**src/rtl/ack_pipe_mc.sv**
```systemverilog
// ack_pipe_mc: multi-channel, multi-deep ack pipe.
// Each channel counts up to DEPTH outstanding latch requests. A round-robin
// arbiter grants one pending channel at a time. The shared bus ack retires
// one request of the granted channel and pulses that channel's latch strobe.
module ack_pipe_mc #(
    parameter int CHANNELS = 4,
    parameter int DEPTH    = 3
) (
    input  logic                clk,
    input  logic                resetl,
    input  logic [CHANNELS-1:0] latchd,
    input  logic                ack,
    input  logic                ovf_clr,
    output logic [CHANNELS-1:0] latch,
    output logic [CHANNELS-1:0] gnt,
    output logic                busy,
    output logic [CHANNELS-1:0] ovf
);

    localparam int CW = $clog2(DEPTH + 1);
    localparam int PW = (CHANNELS > 1) ? $clog2(CHANNELS) : 1;

    localparam logic [CW-1:0] CNT_MAX  = CW'(DEPTH);
    localparam logic [CW-1:0] CNT_ONE  = CW'(1);
    localparam logic [CW-1:0] CNT_ZERO = '0;
    localparam logic [PW-1:0] PTR_LAST = PW'(CHANNELS - 1);

    logic [CW-1:0]       cnt   [CHANNELS];
    logic [CW-1:0]       cnt_n [CHANNELS];
    logic [PW-1:0]       ptr;
    logic [PW-1:0]       ptr_n;
    logic [CHANNELS-1:0] gnt_n;
    logic [CHANNELS-1:0] ovf_n;
    logic [CHANNELS-1:0] new_ovf;
    logic                busy_n;

    // Strobe is the AND of the registered grant and the live bus ack, so an
    // ack with no grant outstanding has no effect anywhere.
    assign latch = gnt & {CHANNELS{ack}};

    // Per-channel count update and overflow detection.
    always_comb begin
        // NOTE: every output of a combinational block gets a default first,
        // so no path leaves it unassigned and no latch is inferred.
        new_ovf = '0;
        for (int i = 0; i < CHANNELS; i++) begin
            cnt_n[i] = cnt[i];
            if (latchd[i] && !latch[i]) begin
                if (cnt[i] == CNT_MAX) begin
                    new_ovf[i] = 1'b1;       // request dropped
                end else begin
                    cnt_n[i] = cnt[i] + CNT_ONE;
                end
            end else if (latch[i] && !latchd[i] && (cnt[i] != CNT_ZERO)) begin
                cnt_n[i] = cnt[i] - CNT_ONE;
            end
            // Both set: one posted and one retired, count unchanged even at DEPTH.
        end
    end

    // Sticky overflow flags; a new overflow beats a same-cycle clear.
    always_comb begin
        ovf_n = (ovf & {CHANNELS{~ovf_clr}}) | new_ovf;
    end

    // Busy reflects the counts that will hold after this edge.
    always_comb begin
        busy_n = 1'b0;
        for (int i = 0; i < CHANNELS; i++) begin
            if (cnt_n[i] != CNT_ZERO) busy_n = 1'b1;
        end
    end

    // Round-robin re-arbitration when idle or when the granted channel retires.
    // Search starts just past the last winner, so the retired channel is
    // considered last and is re-granted only when it is the sole pender.
    always_comb begin
        logic          found;
        logic [PW-1:0] idx;
        int            pos;
        gnt_n = gnt;
        ptr_n = ptr;
        found = 1'b0;
        idx   = '0;
        pos   = 0;
        if ((gnt == '0) || (latch != '0)) begin
            gnt_n = '0;
            for (int k = 1; k <= CHANNELS; k++) begin
                pos = (int'(ptr) + k) % CHANNELS;
                idx = PW'(pos);
                if (!found && (cnt_n[idx] != CNT_ZERO)) begin
                    found      = 1'b1;
                    gnt_n      = '0;
                    gnt_n[idx] = 1'b1;
                    ptr_n      = idx;
                end
            end
        end
    end

    // State registers: counts, grant, pointer, busy and overflow flags.
    always_ff @(posedge clk or negedge resetl) begin
        if (!resetl) begin
            // NOTE: the count array is a handful of flops, not a RAM, so it is
            // cleared on reset along with the rest of the state; sequential
            // state uses non-blocking assignments only.
            for (int i = 0; i < CHANNELS; i++) cnt[i] <= CNT_ZERO;
            gnt  <= '0;
            ptr  <= PTR_LAST;
            busy <= 1'b0;
            ovf  <= '0;
        end else begin
            for (int i = 0; i < CHANNELS; i++) cnt[i] <= cnt_n[i];
            gnt  <= gnt_n;
            ptr  <= ptr_n;
            busy <= busy_n;
            ovf  <= ovf_n;
        end
    end

endmodule

```
**config.mk**
```make
export PLATFORM = sky130hd
export DESIGN_NAME = ack_pipe_mc
export DESIGN_NICKNAME = d
export VERILOG_FILES = /design/src/rtl/ack_pipe_mc.sv
export SDC_FILE = /design/constraint.sdc
export NUM_CORES = 1
export LEC_CHECK = 0
export BUFFER_PORTS_ARGS = -buffer_cell sky130_fd_sc_hd__buf_2
export CORE_AREA = 2 2 64 60
export CTS_BUF_LIST = sky130_fd_sc_hd__clkbuf_4 sky130_fd_sc_hd__clkbuf_8 sky130_fd_sc_hd__clkbuf_16
export DETAILED_ROUTE_END_ITERATION = 8
export DIE_AREA = 0 0 66 62
export PLACE_DENSITY_LB_ADDON = 0.15
export SETUP_SLACK_MARGIN = 0.05
export SLEW_MARGIN = 10
export SYNTH_ARGS = -nofsm -noshare
export SYNTH_HDL_FRONTEND = slang
export SYNTH_SLANG_ARGS = --single-unit
```
**constraint.sdc**
```tcl
create_clock -name clk -period 5.4 [get_ports clk]
set_input_delay 0.81 -clock clk [delete_from_list [all_inputs] [get_ports clk]]
set_output_delay 0.81 -clock clk [all_outputs]
set_load 0.01 [all_outputs]
```
==> metrics <==
Avg Cell Area, Syn 9.05 um2; WHS 0.485 ns; Seq cells post-synth 19; synth unique cells about 50; Gate Count Post-Synth 200; crit path launch type flop; HPWL after DPL 3.18 mm; Synth area leader dfrtp_1; Die ar. 4090 um2; share of cells above drive strength 1 0.207; CTS tree yes; max-capacitance violation count 0; min cycle time layout 3.11 ns; critical path class flop to flop; worst-path cell chain inv_1, ha_1, inv_1, or3_1, a32oi_2, nand3_1, o22ai_1, o211ai_2; number of global-route vias before repair 1436; met3 routed WL 264 um; Post-synth EDFFs 0; Worst R2R End gnt[0]$_DFFE_PN0P_; Reg-to-Reg Start ptr[0]$_DFFE_PN1P_; crit path capture type flop; Pwr Total 1.05 mW; # diodes 0; Port Buffer Count 20; first-pass GRT wire length between 6 and 7 mm; Internal 0.527 mW; Power Density 524 nW/um2; crit path buf inv count 2; fin. max-slew vios 0; status finished clean; sum of negative setup slack 0 ns; clock slew at reported path FFs 0.08 ns; IO Pins 21; CP max-delay cell dfstp_2; DR WL met2 1.87 mm; Initial Util 0.514; nets@finish 254; Clk pwr share 0.102; hold_buf cts 0; Syn. warnings 0; # H-tree levels 1; Levels on crit path 8; Inserted Clock Buffers 3; Worst Hold Class input port to asynchronous set/reset pin; wire length per cell 15.5 um; Antenna Nets Post-Route 0; Comb pwr share 0.613; Residual DRC 0; crit path DAT 3.24 ns; Post-Syn Area 1810 um2; later-pin clock latency in the skew report 0.26 ns; Yosys top cell area share 0.235; clock buffer depth 2; Die Ht 62 um; Syn Nets 231; Routability Congestion ~1.0; Max Fanout on Critical Path 16; # rows 21; fmax 322 MHz; drt via density just under 6; Top Layer Used met4; Net Switching 0.523 mW; clk sinks 19; Die X between 60 and 70 um; max incr delay on CP 0.73 ns; CP required about 5.5 ns; part of the Yosys area used for sequential elements 0.264; LEAKAGE 0.939 nW; Max VDD drop roughly 230 uV; Rel. slew slack 0.582; cell mode on critical path inv_1; largest net degree at the start of global routing 20; Seq pwr share 0.284; area delta synth->final 10.6%; Final Skew approximately 0.0032 ns; Sw Ratio 0.498; fraction of registers with async set or reset after synthesis 1.00; most frequent cell after synthesis ha_1; Iter 0 DRT Violations 75; final hold vios 0; R2R cell count 8; antenna violations before repair 0; most frequent cells after synthesis ha_1, inv_1, nand2_1; worst slew pin tran 0.627 ns; Core Footprint ~3500 um2; root buffer cell clkbuf_8; GRT Overall Usage 0.211; Worst R2R Setup Slack 2.29 ns; CTS resizes 0; Final setup viols 0; Total Wirelength 4.16 mm; WL met1 1.95 mm; aggregate global routing overflow 0; Synth area leaders dfrtp_1, ha_1, inv_1; unrepaired setup endpoints after global routing no; Tcrit/Tclk final 0.575; First-pass DRT Iterations 5; top_reg_cell synth dfrtp_1; Crit path max-delay family compound AO/OA/AOI/OAI gates; post-CTS repair timing setup buffer count 0; via count 1594
[per-layer routing]
metal  vias to the layer above  global-route usage
li1                        773                   -
met1                       735               0.277
met2                        72               0.361
met3                        14              0.0324
met4                         0              0.0700
met5                         -                   0
[cell type report]
type                    instances  area (um2)
fillers                       305        1520
multi-input cells             155        1220
flip-flops and latches         19         478
repair buffers                 20         100
inverters                      24        96.3
well taps                      46        57.6
clock buffers                   4        48.8
[cells in the final DEF (no fill, tap or decap), types with 6 or more instances in the layout]
master    instances
o21ai_0           7
nor2_1           13
inv_1            22
buf_2            20
nand2_1          19
and2_1            6
o22ai_1           9
dfrtp_1          17
ha_1             23
o211ai_1          8
nand3_1          11
[sequential cells by signal, summed over array words and instances (netlist names)]
register / cells
ptr: 2
cnt: 8
busy: 1
gnt: 4
ovf: 4
[cell families (layout without fill, tap and decap cells)]
group           count (synthesis)  after routing  synth area share
compound gates                 54             54             0.259
xor+xnor                        4              4            0.0193
fa+ha+maj                      23             23             0.159
buf+inv                        26             48            0.0615
flops                          19             19             0.264
mux                             4              4            0.0290
simple gates                   70             70             0.208
[worst register-to-register path: cells and delay by family (launching register included)]
kind	cells	cell delay (ns)
AOI/OAI and AO/OA	3	0.77
DFF	1	0.73
adders and majority gates	1	0.43
and+or+nand+nor	2	0.68
buffers and inverters	2	0.38
[metrics by stage]
step	utilization	instance area (um2)	cells	setup WS (ns)
4_1_cts	0.569	2000	268	2.38
3_3_place_gp	0.555	1950	264	2.38
3_5_place_dp	0.555	1950	264	2.29
2_1_floorplan	-	1810	200	2.74
6_report	0.569	2000	268	2.29
5_1_grt	0.569	2000	268	2.14
[worst max-delay path by stage]
| stage | from | end | slack (ns) |
|---|---|---|---|
| 2_1_floorplan | ack | gnt[0]$_DFFE_PN0P_ | 2.74 |
| 3_5_place_dp | ack | gnt[0]$_DFFE_PN0P_ | 2.29 |
| 4_1_cts | ptr[0]$_DFFE_PN1P_ | gnt[0]$_DFFE_PN0P_ | 2.38 |
| 5_1_grt | ptr[0]$_DFFE_PN1P_ | gnt[0]$_DFFE_PN0P_ | 2.14 |
| 6_report | ptr[0]$_DFFE_PN1P_ | gnt[0]$_DFFE_PN0P_ | 2.29 |
| 3_3_place_gp | ack | gnt[0]$_DFFE_PN0P_ | 2.38 |
[power groups by stage]
stage	Clock (mW)	Sequential [mW]	Combinational, mW
floorplan	0	0.284	0.478
global placement	0	0.296	0.615
detailed placement	0	0.300	0.626
CTS	0.108	0.297	0.635
global route	0.115	0.310	0.711
finish	0.107	0.299	0.644
(Power assumes the default switching activity.)
